### config.mk
export PLATFORM = sky130hd
export DESIGN_NAME = ram_port_arbiter
export DESIGN_NICKNAME = d
export VERILOG_FILES = /design/src/rtl/ram_port_arbiter.sv
export SDC_FILE = /design/constraint.sdc
export NUM_CORES = 1
export LEC_CHECK = 0
export ABC_CLOCK_PERIOD_IN_PS = 1600
export BUFFER_PORTS_ARGS = -buffer_cell sky130_fd_sc_hd__buf_2
export CORE_AREA = 5 5 87 89
export DETAILED_ROUTE_END_ITERATION = 10
export DIE_AREA = 0 0 92 94
export GPL_TIMING_DRIVEN = 0
export HOLD_SLACK_MARGIN = 0.15
export PLACE_DENSITY = 0.79
export SYNTH_ARGS = -nofsm -noshare
export SYNTH_HDL_FRONTEND = slang
export SYNTH_SLANG_ARGS = --single-unit
### constraint.sdc
create_clock -name CLK -period 1.6 [get_ports CLK]
set_clock_uncertainty 0.2 [all_clocks]
set_input_delay 0.24 -clock CLK [delete_from_list [all_inputs] [get_ports CLK]]
set_output_delay 0.24 -clock CLK [all_outputs]
set_load 0.01 [all_outputs]
### src/rtl/ram_port_arbiter.sv
// Shares one RAM port (sync write, combinational read) between CORE and a host/loader port.
// CORE has default priority; the host gains access via a starvation guard or holds the port
// with h_lock bursts. Define RAM_ARB_STATS_EN to add the conflict_cnt / stats_clr statistics.
module ram_port_arbiter #(
  parameter int AW       = 10,
  parameter int DW       = 32,
  parameter int MAX_WAIT = 4
) (
  input  logic          CLK,
  input  logic          RESET_N,
  input  logic          c_req,
  input  logic          c_we,
  input  logic [AW-1:0] c_addr,
  input  logic [DW-1:0] c_wdata,
  output logic          c_stall,
  output logic [DW-1:0] c_rdata,
  input  logic          h_req,
  input  logic          h_we,
  input  logic          h_lock,
  input  logic [AW-1:0] h_addr,
  input  logic [DW-1:0] h_wdata,
  output logic          h_gnt,
  output logic [DW-1:0] h_rdata,
  output logic          m_we,
  output logic [AW-1:0] m_addr,
  output logic [DW-1:0] m_wdata,
  input  logic [DW-1:0] m_rdata,
`ifdef RAM_ARB_STATS_EN
  input  logic          stats_clr,
  output logic [15:0]   conflict_cnt,
`endif
  output logic [1:0]    owner
);

  typedef enum logic [1:0] {
    ST_IDLE = 2'd0,
    ST_CORE = 2'd1,
    ST_HOST = 2'd2,
    ST_LOCK = 2'd3
  } state_t;

  localparam logic [3:0] MAX_W = 4'(MAX_WAIT);

  state_t     state_reg;
  logic [3:0] starve_cnt_reg;
  logic       locked;
  logic       forced;
  logic       host_grant;
  logic       core_grant;

  // Lock and a starved host both outrank CORE; otherwise CORE wins any tie.
  always_comb begin
    locked     = (state_reg == ST_LOCK);
    forced     = h_req && (starve_cnt_reg == MAX_W);
    host_grant = h_req && (locked || forced || !c_req);
    core_grant = c_req && !locked && !host_grant;
  end

  always_comb begin
    m_we    = 1'b0;
    m_addr  = '0;
    m_wdata = '0;
    if (core_grant) begin
      m_we    = c_we;
      m_addr  = c_addr;
      m_wdata = c_wdata;
    end else if (host_grant) begin
      m_we    = h_we;
      m_addr  = h_addr;
      m_wdata = h_wdata;
    end
  end

  assign c_stall = c_req && !core_grant;
  assign h_gnt   = host_grant;
  assign c_rdata = m_rdata;
  assign h_rdata = m_rdata;
  assign owner   = state_reg;

  // Ownership follows what was granted this cycle; a granted locked host keeps the port.
  always_ff @(posedge CLK or negedge RESET_N) begin
    if (!RESET_N) begin
      state_reg      <= ST_IDLE;
      starve_cnt_reg <= 4'd0;
    end else begin
      if (host_grant && h_lock)
        state_reg <= ST_LOCK;
      else if (core_grant)
        state_reg <= ST_CORE;
      else if (host_grant)
        state_reg <= ST_HOST;
      else
        state_reg <= ST_IDLE;

      if (!h_req || host_grant)
        starve_cnt_reg <= 4'd0;
      else if (starve_cnt_reg < MAX_W)
        starve_cnt_reg <= starve_cnt_reg + 4'd1;
    end
  end

`ifdef RAM_ARB_STATS_EN
  logic [15:0] conflict_cnt_reg;

  always_ff @(posedge CLK or negedge RESET_N) begin
    if (!RESET_N)
      conflict_cnt_reg <= 16'd0;
    else if (stats_clr)
      conflict_cnt_reg <= 16'd0;
    else if (c_stall && (conflict_cnt_reg != 16'hFFFF))
      conflict_cnt_reg <= conflict_cnt_reg + 16'd1;
  end

  assign conflict_cnt = conflict_cnt_reg;
`endif

endmodule
==> results.sh <==
export IMPL_ff2ff_setup_slack_ns=-0.11
export IMPL_met2_usage=0.2822
export IMPL_syn_area_per_cell_um2=6.959
export IMPL_setup_worst_path_class="reg -> out"
export IMPL_core_area_um2=6681
export IMPL_start_util=0.2427
export IMPL_switching_share=0.3499
export IMPL_grtUsageTotal=0.1331
export IMPL_diodes=0
export IMPL_grt_pass1_vias=2231
export IMPL_slew_viol_final=0
export IMPL_tightestPinTransition_ns=0.4983
export IMPL_cellLeakagePower_nw=2.002
export IMPL_cts_sinks=6
export IMPL_fin_nets=579
export IMPL_status="complete, but fails checks"
export IMPL_yosys_area_top_type_share=0.3009
export IMPL_required_ns=1.16
export IMPL_first_pass_iters=4
export IMPL_dp_cells=513
export IMPL_power_share_clock=0.170
export IMPL_synth_area_leaders="buf_4 30%, mux2i_1 27%, nand2_1 11%"
export IMPL_synth_most_common_cell="buf_4"
export IMPL_h_tree_depth=1
export IMPL_placementRows=30
export IMPL_place_hpwl_um=5503
export IMPL_synth_edf_count=0
export IMPL_place_gp_congestion=0.7308
export IMPL_die_w_um=92
export IMPL_grt_pass1_wl_um=9584
export IMPL_syn_num_nets=358
export IMPL_syn_area_um2=1622
export IMPL_setup_viol_count_final=47
export IMPL_io_buffers=200
export IMPL_powerDensity_nw_per_um2=418.2
export IMPL_drtIter0Drc=19
export IMPL_worstPathCellList="inv_2 -> ha_4 -> nand4b_4 -> nand2_4 -> buf_12 -> clkbuf_16 -> mux2i_2 -> buf_2"
export IMPL_end_kind="output port"
export IMPL_syn_inst=233
export IMPL_use_met3=0.03926
export IMPL_synth_top_area_cell="buf_4"
export IMPL_worst_hold_slack_ns=0.1678
export IMPL_p_sw_mw=0.4702
export IMPL_antenna_found_initial=0
export IMPL_period_needed_ns=2.136
export IMPL_grt_max_degree=11
export IMPL_p_seq_frac=0.122
export IMPL_tns_ns=-22.60
export IMPL_routedWlPerCell_um=12.15
export IMPL_ys_async_sr_fraction=1.000
export IMPL_synthTopCellsByCount="65 x buf_4, 46 x nand2_1, 45 x inv_1, 43 x mux2i_1, 6 x dfrtp_1"
export IMPL_clock_latency_ns=0.22
export IMPL_max_stage_delay_ns=0.38
export IMPL_fmax_mhz=468.2
export IMPL_relSlewSlack=0.6678
export IMPL_ir_drop_mv=0.4502
export IMPL_critPathMaxFanout=7
export IMPL_violations="setup timing"
export IMPL_cts_buffers=3
export IMPL_grt_busiest_layer="met2"
export IMPL_setup_worst_path_start_class="register"
export IMPL_yosys_warnings=0
export IMPL_clk_pin_slew_worst_paths_ns=0.04
export IMPL_ys_types=21
export IMPL_cp_top_family="buffers and inverters"
export IMPL_timing_final_crit_share=1.335
export IMPL_share_comb_of_total_power=0.709
export IMPL_hold_viol=0
export IMPL_synth_seq_area_share=0.09259
export IMPL_placed_area_um2=2884
export IMPL_ios=234
export IMPL_via_per_inst=3.961
export IMPL_use_met1=0.1210
export IMPL_p_int_mw=0.8734
export IMPL_fin_area_um2=3213
export IMPL_drt_wl_total_um=6464
export IMPL_cts_buffer_depth=2
export IMPL_layout_setup_ws_ns=-0.5358
export IMPL_die_area_um2=8648
export IMPL_slowest_stage="dfrtp_1"
export IMPL_vias=2107
export IMPL_finalNonFillerCells=532
export IMPL_antenna_left=0
export IMPL_die_h_um=94
export IMPL_ys_seq_elements=6
export IMPL_hold_class="in -> async"
export IMPL_root_buffer="clkbuf_8"
export IMPL_cts_tree="yes"
export IMPL_route_detailed_drc=0
export IMPL_drive_gt1_frac=0.7301
export IMPL_worstPathBufferInverterCount=4
export IMPL_drv_cap=0
export IMPL_largest_reg_flops=4
export IMPL_grt_overflow_total=0
export IMPL_area_growth_pct=98.15
export IMPL_totalPowerFinal_mw=1.344
export IMPL_rsz0062_at_grt="true"
export IMPL_ys_flop_type="dfrtp_1"
export IMPL_worstPathArrival_ns=1.70
area by class of cell:
cell class | count | area, µm²
fillers | 639 | 3468
clock buffers | 3 | 41.29
plain buffers | 75 | 601.8
flip-flops and latches | 6 | 150.1
repair buffers | 216 | 1235
well taps | 80 | 100.1
inverters | 45 | 168.9
multi-input cells | 107 | 915.9
power groups by stage:
stage	Combinational, mW	Clock (mW)	Sequential [mW]
6_report	0.953	0.228	0.163
5_1_grt	1.03	0.237	0.164
4_1_cts	0.947	0.232	0.163
3_5_place_dp	0.849	0	0.166
3_3_place_gp	0.833	0	0.165
2_1_floorplan	0.519	0	0.167
through the flow:
step,utilization,setup WS (ns)
floorplan,-,-0.2213
global placement,0.4316,-0.4291
detailed placement,0.4316,-0.4628
CTS,0.4730,-0.6007
global route,0.4809,-0.6364
finish,0.4809,-0.5358
logic make-up after synthesis:
| logic type | Yosys count | synth area share |
|---|---|---|
| buffers and inverters | 120 | 0.4560 |
| adder cells (fa/ha/maj) | 2 | 0.01543 |
| flip-flops | 6 | 0.09259 |
| multiplexers | 43 | 0.2654 |
| AO/OA/AOI/OAI | 4 | 0.01620 |
| XOR/XNOR | 1 | 0.005402 |
| AND/OR/NAND/NOR | 57 | 0.1489 |
repair_timing:
item | 4_1_cts | 5_1_grt
endpoints found under the hold margin | 7 | 0
cloned | 3 | 1
gates resized for setup | 15 | 5
pin swaps | 2 | 2
setup buffers | 10 | 1
setup endpoints to repair | 45 | 48
hold buffers | 2 | 0
routing by layer:
layer / wire length [µm] / vias to the layer above
met3: 779 / 5
met5: 0 / -
li1: - / 1073
met4: 50 / 0
met1: 1955 / 902
met2: 3678 / 127
cell usage in the layout, fill, tap and decap left out, types with 4 or more instances in the layout:
| cell type | n |
|---|---|
| dfrtp_1 | 6 |
| nand2_1 | 46 |
| inv_1 | 43 |
| buf_2 | 200 |
| mux2i_2 | 32 |
| mux2i_1 | 8 |
| buf_12 | 4 |
| buf_6 | 5 |
| buf_4 | 72 |
path summary, 6_finish.rpt:
kind | depth (start not counted) | to | startpoint
hold reg to reg | 1 | starve_cnt_reg[3]$_DFFE_PN0P_ | starve_cnt_reg[3]$_DFFE_PN0P_
setup reg to reg | 8 | owner[1]$_DFF_PN0_ | starve_cnt_reg[0]$_DFFE_PN0P_
hold / removal | 2 | owner[1]$_DFF_PN0_ | RESET_N
setup / recovery | 8 | m_wdata[29] | starve_cnt_reg[0]$_DFFE_PN0P_
max in group asynchronous | 2 | starve_cnt_reg[2]$_DFFE_PN0P_ | RESET_N
min in group CLK | 4 | starve_cnt_reg[1]$_DFFE_PN0P_ | c_req
Note: power is estimated with default switching activity, not from simulation.
